==> config.mk <==
export PLATFORM = sky130hd
export DESIGN_NAME = id_stage_flat
export DESIGN_NICKNAME = d
export VERILOG_FILES = /design/src/rtl/riscv_pkg.sv /design/src/rtl/id_stage_if.sv /design/src/rtl/id_decode.sv /design/src/rtl/id_stage.sv /design/src/flat_wrapper.sv
export SDC_FILE = /design/constraint.sdc
export NUM_CORES = 1
export LEC_CHECK = 0
export BUFFER_PORTS_ARGS = -buffer_cell sky130_fd_sc_hd__buf_2
export CAP_MARGIN = 0
export CELL_PAD_IN_SITES_DETAIL_PLACEMENT = 0
export CELL_PAD_IN_SITES_GLOBAL_PLACEMENT = 2
export CORE_MARGIN = 2
export CORE_UTILIZATION = 37
export CTS_CLUSTER_SIZE = 12
export DETAILED_ROUTE_END_ITERATION = 10
export PLACE_DENSITY = 0.83
export SYNTH_ARGS = -nofsm -noshare
export SYNTH_HDL_FRONTEND = slang
export SYNTH_SLANG_ARGS = --single-unit
export TNS_END_PERCENT = 5
==> constraint.sdc <==
create_clock -name clk -period 4.8 [get_ports clk]
set_input_delay 0.24 -clock clk [delete_from_list [all_inputs] [get_ports clk]]
set_output_delay 0.24 -clock clk [all_outputs]
set_load 0.1 [all_outputs]
==> src/rtl/riscv_pkg.sv <==
// Shared RV decode definitions: opcodes, instruction-format encoding, decoded fields.
// Latency: n/a (types and constants only).
// Backpressure: n/a.
package riscv_pkg;

  // Major opcodes recognised by the decode stage
  localparam logic [6:0] OP_OP     = 7'b0110011;
  localparam logic [6:0] OP_AMO    = 7'b0101111;
  localparam logic [6:0] OP_IMM    = 7'b0010011;
  localparam logic [6:0] OP_LOAD   = 7'b0000011;
  localparam logic [6:0] OP_JALR   = 7'b1100111;
  localparam logic [6:0] OP_SYSTEM = 7'b1110011;
  localparam logic [6:0] OP_STORE  = 7'b0100011;
  localparam logic [6:0] OP_BRANCH = 7'b1100011;
  localparam logic [6:0] OP_LUI    = 7'b0110111;
  localparam logic [6:0] OP_AUIPC  = 7'b0010111;
  localparam logic [6:0] OP_JAL    = 7'b1101111;

  // Bit positions inside the one-hot format vector
  localparam int TYPE_R_BIT = 0;
  localparam int TYPE_I_BIT = 1;
  localparam int TYPE_S_BIT = 2;
  localparam int TYPE_B_BIT = 3;
  localparam int TYPE_U_BIT = 4;
  localparam int TYPE_J_BIT = 5;

  // One-hot instruction format; IT_NONE marks an illegal encoding
  typedef enum logic [5:0] {
    IT_NONE = 6'b000000,
    IT_R    = 6'b000001,
    IT_I    = 6'b000010,
    IT_S    = 6'b000100,
    IT_B    = 6'b001000,
    IT_U    = 6'b010000,
    IT_J    = 6'b100000
  } instr_type_e;

  // Width-independent part of a decoded bundle; pc/imm are added per XLEN in the stage
  typedef struct packed {
    logic [6:0] opcode;
    logic [4:0] rd;
    logic [4:0] rs1;
    logic [4:0] rs2;
    logic [2:0] funct3;
    logic [6:0] funct7;
    logic [5:0] itype;
    logic       illegal;
  } dec_fields_t;

endpackage

==> src/rtl/id_stage_if.sv <==
// Upstream instruction and downstream decoded-bundle handshake of the ID stage.
// Latency: n/a (wiring only).
// Backpressure: valid/ready on both sides; flush travels with the bus.
interface id_stage_if #(
  parameter int XLEN = 32,
  parameter int ILEN = 32
);
  logic            flush;
  logic            in_valid;
  logic            in_ready;
  logic [ILEN-1:0] in_instr;
  logic [XLEN-1:0] in_pc;
  logic            out_valid;
  logic            out_ready;
  logic [XLEN-1:0] out_pc;
  logic [6:0]      out_opcode;
  logic [4:0]      out_rd;
  logic [4:0]      out_rs1;
  logic [4:0]      out_rs2;
  logic [2:0]      out_funct3;
  logic [6:0]      out_funct7;
  logic [XLEN-1:0] out_imm;
  logic [5:0]      out_type;
  logic            out_illegal;

  // Environment side: feeds instructions, consumes bundles
  modport master (
    output flush, in_valid, in_instr, in_pc, out_ready,
    input  in_ready, out_valid, out_pc, out_opcode, out_rd, out_rs1, out_rs2,
           out_funct3, out_funct7, out_imm, out_type, out_illegal
  );

  // Stage side
  modport slave (
    input  flush, in_valid, in_instr, in_pc, out_ready,
    output in_ready, out_valid, out_pc, out_opcode, out_rd, out_rs1, out_rs2,
           out_funct3, out_funct7, out_imm, out_type, out_illegal
  );
endinterface

==> src/rtl/id_decode.sv <==
// Combinational RV instruction decode: format, register fields, sign-extended immediate.
// Latency: 0 cycles (pure combinational).
// Backpressure: none; the caller registers the result.
module id_decode
  import riscv_pkg::*;
#(
  parameter int XLEN = 32,
  parameter int ILEN = 32
) (
  input  logic [ILEN-1:0] instr,
  output dec_fields_t     fields,
  output logic [XLEN-1:0] imm
);

  instr_type_e        itype;
  logic signed [31:0] imm32;

  // Classify the format from the opcode; non-32-bit encodings are illegal
  always_comb begin
    itype = IT_NONE;
    if (instr[1:0] == 2'b11) begin
      case (instr[6:0])
        OP_OP, OP_AMO:                        itype = IT_R;
        OP_IMM, OP_LOAD, OP_JALR, OP_SYSTEM:  itype = IT_I;
        OP_STORE:                             itype = IT_S;
        OP_BRANCH:                            itype = IT_B;
        OP_LUI, OP_AUIPC:                     itype = IT_U;
        OP_JAL:                               itype = IT_J;
        default:                              itype = IT_NONE;
      endcase
    end
  end

  // Extract only the fields the format uses; everything else stays zero
  always_comb begin
    fields         = '0;
    imm32          = '0;
    fields.itype   = itype;
    fields.illegal = (itype == IT_NONE);
    case (itype)
      IT_R: begin
        fields.opcode = instr[6:0];
        fields.rd     = instr[11:7];
        fields.funct3 = instr[14:12];
        fields.rs1    = instr[19:15];
        fields.rs2    = instr[24:20];
        fields.funct7 = instr[31:25];
      end
      IT_I: begin
        fields.opcode = instr[6:0];
        fields.rd     = instr[11:7];
        fields.funct3 = instr[14:12];
        fields.rs1    = instr[19:15];
        imm32 = {{20{instr[31]}}, instr[31:20]};
      end
      IT_S: begin
        fields.opcode = instr[6:0];
        fields.funct3 = instr[14:12];
        fields.rs1    = instr[19:15];
        fields.rs2    = instr[24:20];
        imm32 = {{20{instr[31]}}, instr[31:25], instr[11:7]};
      end
      IT_B: begin
        fields.opcode = instr[6:0];
        fields.funct3 = instr[14:12];
        fields.rs1    = instr[19:15];
        fields.rs2    = instr[24:20];
        imm32 = {{19{instr[31]}}, instr[31], instr[7], instr[30:25], instr[11:8], 1'b0};
      end
      IT_U: begin
        fields.opcode = instr[6:0];
        fields.rd     = instr[11:7];
        imm32 = {instr[31:12], 12'b0};
      end
      IT_J: begin
        fields.opcode = instr[6:0];
        fields.rd     = instr[11:7];
        imm32 = {{11{instr[31]}}, instr[31], instr[19:12], instr[20], instr[30:21], 1'b0};
      end
      default: ;
    endcase
  end

  // imm32 is signed, so the size cast sign-extends for XLEN=64 (U included)
  assign imm = XLEN'(imm32);

endmodule

==> src/rtl/id_stage.sv <==
// ID pipeline stage: decodes before registering into an output register plus one skid entry.
// Latency: 1 cycle from acceptance to out_valid when the output register is empty or draining.
// Backpressure: in_ready = !skid_valid (registered); flush drops everything and wins over transfers.
module id_stage
  import riscv_pkg::*;
#(
  parameter int XLEN = 32,   // 32 or 64
  parameter int ILEN = 32    // only 32 supported
) (
  input  logic       clk,
  input  logic       rst_n,
  id_stage_if.slave  bus
);

  typedef struct packed {
    logic [XLEN-1:0] pc;
    logic [XLEN-1:0] imm;
    dec_fields_t     f;
  } bundle_t;

  dec_fields_t     dec_f;
  logic [XLEN-1:0] dec_imm;
  bundle_t         dec_b;
  bundle_t         out_q;
  bundle_t         skid_q;
  logic            out_valid_q;
  logic            skid_valid_q;
  logic            accept;
  logic            out_free;

  id_decode #(.XLEN(XLEN), .ILEN(ILEN)) u_decode (
    .instr  (bus.in_instr),
    .fields (dec_f),
    .imm    (dec_imm)
  );

  assign dec_b    = '{pc: bus.in_pc, imm: dec_imm, f: dec_f};
  assign accept   = bus.in_valid && !skid_valid_q;
  assign out_free = !out_valid_q || bus.out_ready;

  // Output/skid buffer: refill output from skid first to keep order, park in skid on stall
  always_ff @(posedge clk or negedge rst_n) begin
    if (!rst_n) begin
      out_valid_q  <= 1'b0;
      skid_valid_q <= 1'b0;
      out_q        <= '0;
      skid_q       <= '0;
    end else if (bus.flush) begin
      out_valid_q  <= 1'b0;
      skid_valid_q <= 1'b0;
    end else if (out_free) begin
      if (skid_valid_q) begin
        out_q        <= skid_q;
        out_valid_q  <= 1'b1;
        skid_valid_q <= 1'b0;
      end else if (accept) begin
        out_q       <= dec_b;
        out_valid_q <= 1'b1;
      end else begin
        out_valid_q <= 1'b0;
      end
    end else if (accept) begin
      skid_q       <= dec_b;
      skid_valid_q <= 1'b1;
    end
  end

  assign bus.in_ready    = !skid_valid_q;
  assign bus.out_valid   = out_valid_q;
  assign bus.out_pc      = out_q.pc;
  assign bus.out_imm     = out_q.imm;
  assign bus.out_opcode  = out_q.f.opcode;
  assign bus.out_rd      = out_q.f.rd;
  assign bus.out_rs1     = out_q.f.rs1;
  assign bus.out_rs2     = out_q.f.rs2;
  assign bus.out_funct3  = out_q.f.funct3;
  assign bus.out_funct7  = out_q.f.funct7;
  assign bus.out_type    = out_q.f.itype;
  assign bus.out_illegal = out_q.f.illegal;

endmodule

==> src/flat_wrapper.sv <==
// flat-port wrapper written by rule: the top's interface ports become plain ports
module id_stage_flat import riscv_pkg::*;
#(
  parameter int XLEN = 32,              
  parameter int ILEN = 32                        
)
  (clk, rst_n, bus_flush, bus_in_valid, bus_in_instr, bus_in_pc, bus_out_ready, bus_in_ready, bus_out_valid, bus_out_pc, bus_out_opcode, bus_out_rd, bus_out_rs1, bus_out_rs2, bus_out_funct3, bus_out_funct7, bus_out_imm, bus_out_type, bus_out_illegal);
  id_stage_if #(.XLEN(XLEN), .ILEN(ILEN)) bus_i ();
  input  logic clk;
  input  logic rst_n;
  input wire logic [$bits(bus_i.flush)-1:0] bus_flush;
  input wire logic [$bits(bus_i.in_valid)-1:0] bus_in_valid;
  input wire logic [$bits(bus_i.in_instr)-1:0] bus_in_instr;
  input wire logic [$bits(bus_i.in_pc)-1:0] bus_in_pc;
  input wire logic [$bits(bus_i.out_ready)-1:0] bus_out_ready;
  output wire logic [$bits(bus_i.in_ready)-1:0] bus_in_ready;
  output wire logic [$bits(bus_i.out_valid)-1:0] bus_out_valid;
  output wire logic [$bits(bus_i.out_pc)-1:0] bus_out_pc;
  output wire logic [$bits(bus_i.out_opcode)-1:0] bus_out_opcode;
  output wire logic [$bits(bus_i.out_rd)-1:0] bus_out_rd;
  output wire logic [$bits(bus_i.out_rs1)-1:0] bus_out_rs1;
  output wire logic [$bits(bus_i.out_rs2)-1:0] bus_out_rs2;
  output wire logic [$bits(bus_i.out_funct3)-1:0] bus_out_funct3;
  output wire logic [$bits(bus_i.out_funct7)-1:0] bus_out_funct7;
  output wire logic [$bits(bus_i.out_imm)-1:0] bus_out_imm;
  output wire logic [$bits(bus_i.out_type)-1:0] bus_out_type;
  output wire logic [$bits(bus_i.out_illegal)-1:0] bus_out_illegal;
  assign bus_i.flush = bus_flush;
  assign bus_i.in_valid = bus_in_valid;
  assign bus_i.in_instr = bus_in_instr;
  assign bus_i.in_pc = bus_in_pc;
  assign bus_i.out_ready = bus_out_ready;
  assign bus_in_ready = bus_i.in_ready;
  assign bus_out_valid = bus_i.out_valid;
  assign bus_out_pc = bus_i.out_pc;
  assign bus_out_opcode = bus_i.out_opcode;
  assign bus_out_rd = bus_i.out_rd;
  assign bus_out_rs1 = bus_i.out_rs1;
  assign bus_out_rs2 = bus_i.out_rs2;
  assign bus_out_funct3 = bus_i.out_funct3;
  assign bus_out_funct7 = bus_i.out_funct7;
  assign bus_out_imm = bus_i.out_imm;
  assign bus_out_type = bus_i.out_type;
  assign bus_out_illegal = bus_i.out_illegal;
  id_stage #(.XLEN(XLEN), .ILEN(ILEN)) u_core (.clk(clk), .rst_n(rst_n), .bus(bus_i));
endmodule
# Word-level counts from Yosys, hierarchy flattened
# Cells that the tools add are included.
# word_totals
reg_bits	208
mem_bits_ro	0
word_cells	77
latch_bits	0
out_inout_bits	105
ramBits	0
mem_count	0
# classes
n_mul	0
div	0
eq_ne	18
order_cmp	0
n_mux	18
add_sub_neg	0
n_shift	0
n_bitwise	2
n_reduce_logical	17
# ops
op	n
$mux W103	2
$pmux W32 S5	1
$pmux W6 S6	1
$eq A7 B6 Y1 const B	4
$eq A7 B7 Y1 const B	4
$mux W5	3
$eq A7 B5 Y1 const B	2
$mux W7	2
$reduce_or A4 Y1	3
$eq A7 B2 Y1 const B	1
$mux W1	7
$eq A6 B1 Y1 const B	1
$eq A6 B2 Y1 const B	1
$eq A6 B3 Y1 const B	1
$eq A6 B4 Y1 const B	1
$eq A6 B5 Y1 const B	1
$eq A6 B6 Y1 const B	1
$logic_not A6 Y1	1
$mux W6	1
$reduce_and A3 Y1	2
$reduce_or A6 Y1	1
$reduce_bool A2 Y1	2
$reduce_or A2 Y1	2
$mux W3	1
7 further kinds	9

# Depth between registers and ports, before layout
# logic_depth
ltp_word	9
depth_mapped	10

# Modules after synthesis
# A second synthesis with hierarchy kept.
# hier_totals
cells_unflattened	707
area_unflattened_um2	10059.6
# modules_own_cells
mod	area_each_um2	seq_area_each_um2	cells_per_inst	n_inst
id_stage	9088.7	5205.0	560	1
id_decode	970.9	0.0	147	1

# Worst setup path after synthesis
# Ideal clock, no wire load.
# synth_path
kind	flip-flop to flip-flop
start	reg u_core.out_valid_q, in the netlist u_core.bus.out_valid
end	reg u_core.out_q (netlist bit u_core.bus.out_funct3[0])
period_less_slack_ps	2340
n_path_buf	4
arrival_time_ps	2214
setup_slack_ps	2460
path_stages_with_launch	8
required_ps	4674
setup_ps	126
path_cell_list	dfrtp_1 nor2b_1 or3_1 buf_2 buf_6 buf_6 buf_6 a221o_1
# synth_between
elab_chain_cells	3
# synth_rtl
element	line	text
start, declared	id_stage.sv:26	logic out_valid_q;
start signal, assigned	id_stage.sv:44	out_valid_q <= 1'b0;
start signal, assigned	id_stage.sv:49	out_valid_q <= 1'b0;
start signal, assigned	id_stage.sv:54	out_valid_q <= 1'b1;
$logic_not A1 Y1	id_stage.sv:39	assign out_free = !out_valid_q || bus.out_ready;
$logic_or A1 B1 Y1	id_stage.sv:39	
$reduce_and A3 Y1 (no source line)	-	
end signal, assigned	id_stage.sv:53	out_q <= skid_q;
end, declared	id_stage.sv:24	bundle_t out_q;
# Every way passes these cells.
# A chain may end at the register's enable or synchronous reset.

# Worst setup path in the final report
# layout_path
start	reg u_core.skid_valid_q
end	out bus_in_ready
# layout_between
elab_chain_cells	1
# layout_rtl
element	line	text
start, declared	id_stage.sv:27	logic skid_valid_q;
start signal, assigned	id_stage.sv:45	skid_valid_q <= 1'b0;
start signal, assigned	id_stage.sv:50	skid_valid_q <= 1'b0;
start signal, assigned	id_stage.sv:55	skid_valid_q <= 1'b0;
$logic_not A1 Y1	id_stage.sv:68	assign bus.in_ready = !skid_valid_q;
end, declared	flat_wrapper.sv:16	output wire logic [$bits(bus_i.in_ready)-1:0] bus_in_ready;
# Every way passes these cells.

==> key figures <==
Synthesis
  • Multiplexer area fraction after synthesis: 3.50%
  • Top cells by area, synth: dfrtp_1, nand2_1, o21ai_0, mux2i_1, a22o_1
  • XOR/XNOR Fraction of Synth Area: 0.0958%
  • Number of synthesis warnings: 0
  • Largest family of logic cells by synthesized area: simple AND/OR/NAND/NOR gates
  • Post-synthesis compound-gate area fraction: 16.5%
  • Asr flop ratio synth: 100%
  • Simple-gate share of the synthesized area: 19.0%
  • Syn avg cell area: 9.69 um2
  • Yosys cell types: 49
  • Mapped Cells: 943
  • Syn_nets: 1,012
  • Main flop type after synthesis: dfrtp_1
  • Synth top area share: 56.9%
  • Post-Synth Adder-Cell Area: 0%
  • Register area share after synthesis: 56.9%
  • Syn Std Cell Area: 9140 um2
  • Number of flops mapped to enable cells by yosys: 0
  • Flop and latch count out of synthesis: 208
  • Largest area contributor in the netlist: dfrtp_1

Floorplan
  • Starting Density: 37.6%
  • Die width: 161 um
  • Chip height: 161 um
  • DIE AREA: 26,000 um2
  • Ports: 174
  • Num rows: 57
  • Core area: 24,300 um2

STA
  • Max_slew headroom: 26.2%
  • Setup TNS: 0 ps
  • Unrepaired setup endpoints after global routing: false
  • # setup viols final: 0
  • Final Hold Vio Count: 0
  • Worst slew pin tran: 1110 ps
  • F_max: 0.300 GHz
  • Tcrit/Tclk final: 69.3%
  • Layout Skew: 6.94 ps
  • Hold_ws: 14.7 ps
  • Fin. max-slew vios: 0
  • Crit path time final: 3330 ps

Run status
  • Outcome: finished, final reports clean

Placement
  • Placed cell area: 10,200 um2
  • Number of port buffers: 173
  • RePlAce Congestion: 0.813
  • Detail Placement HPWL: 16,400 um

Clocking
  • Worst skew pair latency: 510 ps
  • TritonCTS clock tree: yes
  • CTS buffer count: 25
  • Root Driver: clkbuf_16
  • Sink Count: 208
  • Clk buf depth: 3
  • Clk pin slew, worst setup/hold paths: 60 ps
  • H-Tree Level Count: 1

Route
  • Starting DRC count in detailed routing: 549
  • Via count: 7,482
  • # DRC: 0
  • Avg WL per Cell: 17.7 um
  • Initial DRT Pass Iterations: 6
  • Avg Vias per Cell: 5.14
  • Final ANT Viol Nets: 0
  • Total Wirelength: 25,800 um

Job
  • Max cap viols: 0

Setup path
  • Reg2Reg Depth: 5
  • Slowest-stage cell, CP: buf_4
  • Max Fanout on Critical Path: 84
  • Top Family by Delay on Critical Path: buffers and inverters
  • Arr. time, crit path: 3090 ps
  • Element type at the critical path end: primary output
  • Largest stage delay, worst path: 850 ps
  • FF-to-FF setup slack: 1890 ps
  • Critical path launch point: u_core.skid_valid_q
  • FF-to-FF End: u_core.bus.out_imm[21]
  • Required time worst endpoint: 4560 ps
  • CP Class: register to primary output
  • Worst Setup Start Kind: register
  • CP bufs+invs: 3
  • Reg2Reg Launch Point: u_core.skid_valid_q
  • Critical-path cell list: buf_4 -> inv_1 -> buf_2

GRT
  • Initial antenna violation count: 1
  • Overflow after GRT: 0
  • Pin count of the biggest net entering global routing: 119
  • Vias in the first global route: 7,442
  • First-pass GRT wire length: 41,000 um
  • Gr usage total: 19.6%

Hold path
  • Min-Delay Endpoint: u_core.skid_q[53]
  • HP Class: primary input to register
  • Hold depth: 3
  • Hold path start: bus_in_instr[14]

Cells and area
  • Layout Utilization: 46.8%
  • Post-route design area: 11,400 um2
  • Fin nets: 1,184
  • Proportion of layout cells with a drive suffix above 1: 20.2%
  • Area Overhead vs Synth: 24.5%

Pwr
  • PD cells: 463 nW/um2
  • Pleak: 0.00547 uW
  • Max IR drop VDD: 0.200 mV
synth_stat cells (3+ instances only):
master / count
and3_1: 26
nand3_1: 33
a211oi_1: 3
mux2i_1: 32
a32oi_1: 6
o21a_1: 8
nand2_1: 230
nor3_1: 8
dfrtp_1: 208
buf_2: 17
and2_1: 3
a31oi_1: 30
a21oi_1: 36
or3_1: 16
o21ai_0: 81
nor2b_1: 6
nand3b_1: 3
a22o_1: 26
buf_4: 3
buf_1: 7
nor2_1: 43
a221o_1: 19
buf_6: 4
clkbuf_1: 41
o21ai_1: 4
o211ai_1: 7
nand4_1: 11
inv_1: 8
kinds of logic (layout without fill, tap and decap cells):
logic type / after synthesis / count (layout)
simple gates: 390 / 390
compound gates: 232 / 232
flops: 208 / 208
buf+inv: 80 / 269
mux: 32 / 32
xor+xnor: 1 / 1
other cells: 0 / 1
metrics by stage:
stage               cells  setup WS [ps]  power, uW
floorplan             943           2460       3110
global placement     1375           1870       3390
detailed placement   1375           1870       3400
CTS                  1456           1420       5330
global route         1456           1290       5510
finish               1457           1470       5270
cell type report:
cell class	count	area [um2]
Fill cell	2360	12900
Sequential cell	208	5210
Multi-Input combinational cell	655	3590
Timing Repair Buffer	217	1310
Clock buffer	37	741
Tap cell	324	405
Clock inverter	7	88.8
Inverter	8	30.0
Antenna cell	1	2.50
layer usage:
| metal | track usage (%) | vias up | wire, um | part of all wire (%) |
|---|---|---|---|---|
| met5 | 0 | - | 0 | 0 |
| met4 | 4.71 | 0 | 463 | 1.8 |
| met3 | 3.11 | 33 | 1420 | 5.5 |
| met2 | 32.0 | 216 | 11900 | 46 |
| met1 | 27.6 | 3584 | 12100 | 47 |
| li1 | - | 3649 | - | - |
tightest hold or removal path: stages:
cell and delay, ps:
buf_2 130, nand2_1 60, a21oi_1 50
timing repair:
item	4_1_cts	5_1_grt
hold buffers	37	0
gates resized for setup	0	0
buffers inserted	0	0
endpoints found under the hold margin	154	0
layout by cell type, fill, tap and decap left out, types with 3 or more instances in the layout:
master,count
a221o_1,19
nor2_1,43
or3_1,15
o21ai_1,4
nand2_1,229
nor3_1,7
o211ai_1,7
clkbuf_1,5
buf_4,6
clkinv_2,4
buf_2,172
nor2b_1,6
nand4_1,11
and3_1,26
a31oi_1,30
a22o_1,26
nand3_1,33
nand3b_1,3
o21a_1,8
a32oi_1,6
clkbuf_8,8
dfrtp_1,207
o21ai_0,81
a21oi_1,36
clkbuf_16,25
inv_1,8
mux2i_1,32
a211oi_1,3
dlygate4sd3_1,37
report_power, final:
group / total, uW / switching [uW] / internal, uW
combinational: 1280 / 1040 / 244
clock: 1880 / 717 / 1170
sequential: 2100 / 122 / 1980
worst max-delay path by stage:
| stage | to | slack [ps] | cells past startpoint |
|---|---|---|---|
| after global placement | u_core.bus.out_imm[25] | 1870 | 5 |
| after CTS | bus_in_ready | 1420 | 3 |
| after global routing | bus_in_ready | 1290 | 3 |
| after floorplan | u_core.bus.out_funct3[0] | 2460 | 7 |
| after detailed placement | u_core.bus.out_imm[21] | 1870 | 5 |
| final | bus_in_ready | 1470 | 3 |
state kept, by name, summed over array words and instances, names as in the netlist, 3 cells and up:
name and count:
u_core.skid_q 103, u_core.bus.out_imm 32, u_core.bus.out_pc 32, u_core.bus.out_funct7 7, u_core.bus.out_opcode 7, u_core.bus.out_type 6, u_core.bus.out_rd 5, u_core.bus.out_rs1 5
u_core.bus.out_rs2 5, u_core.bus.out_funct3 3
Power figures use the tool's default switching activity.
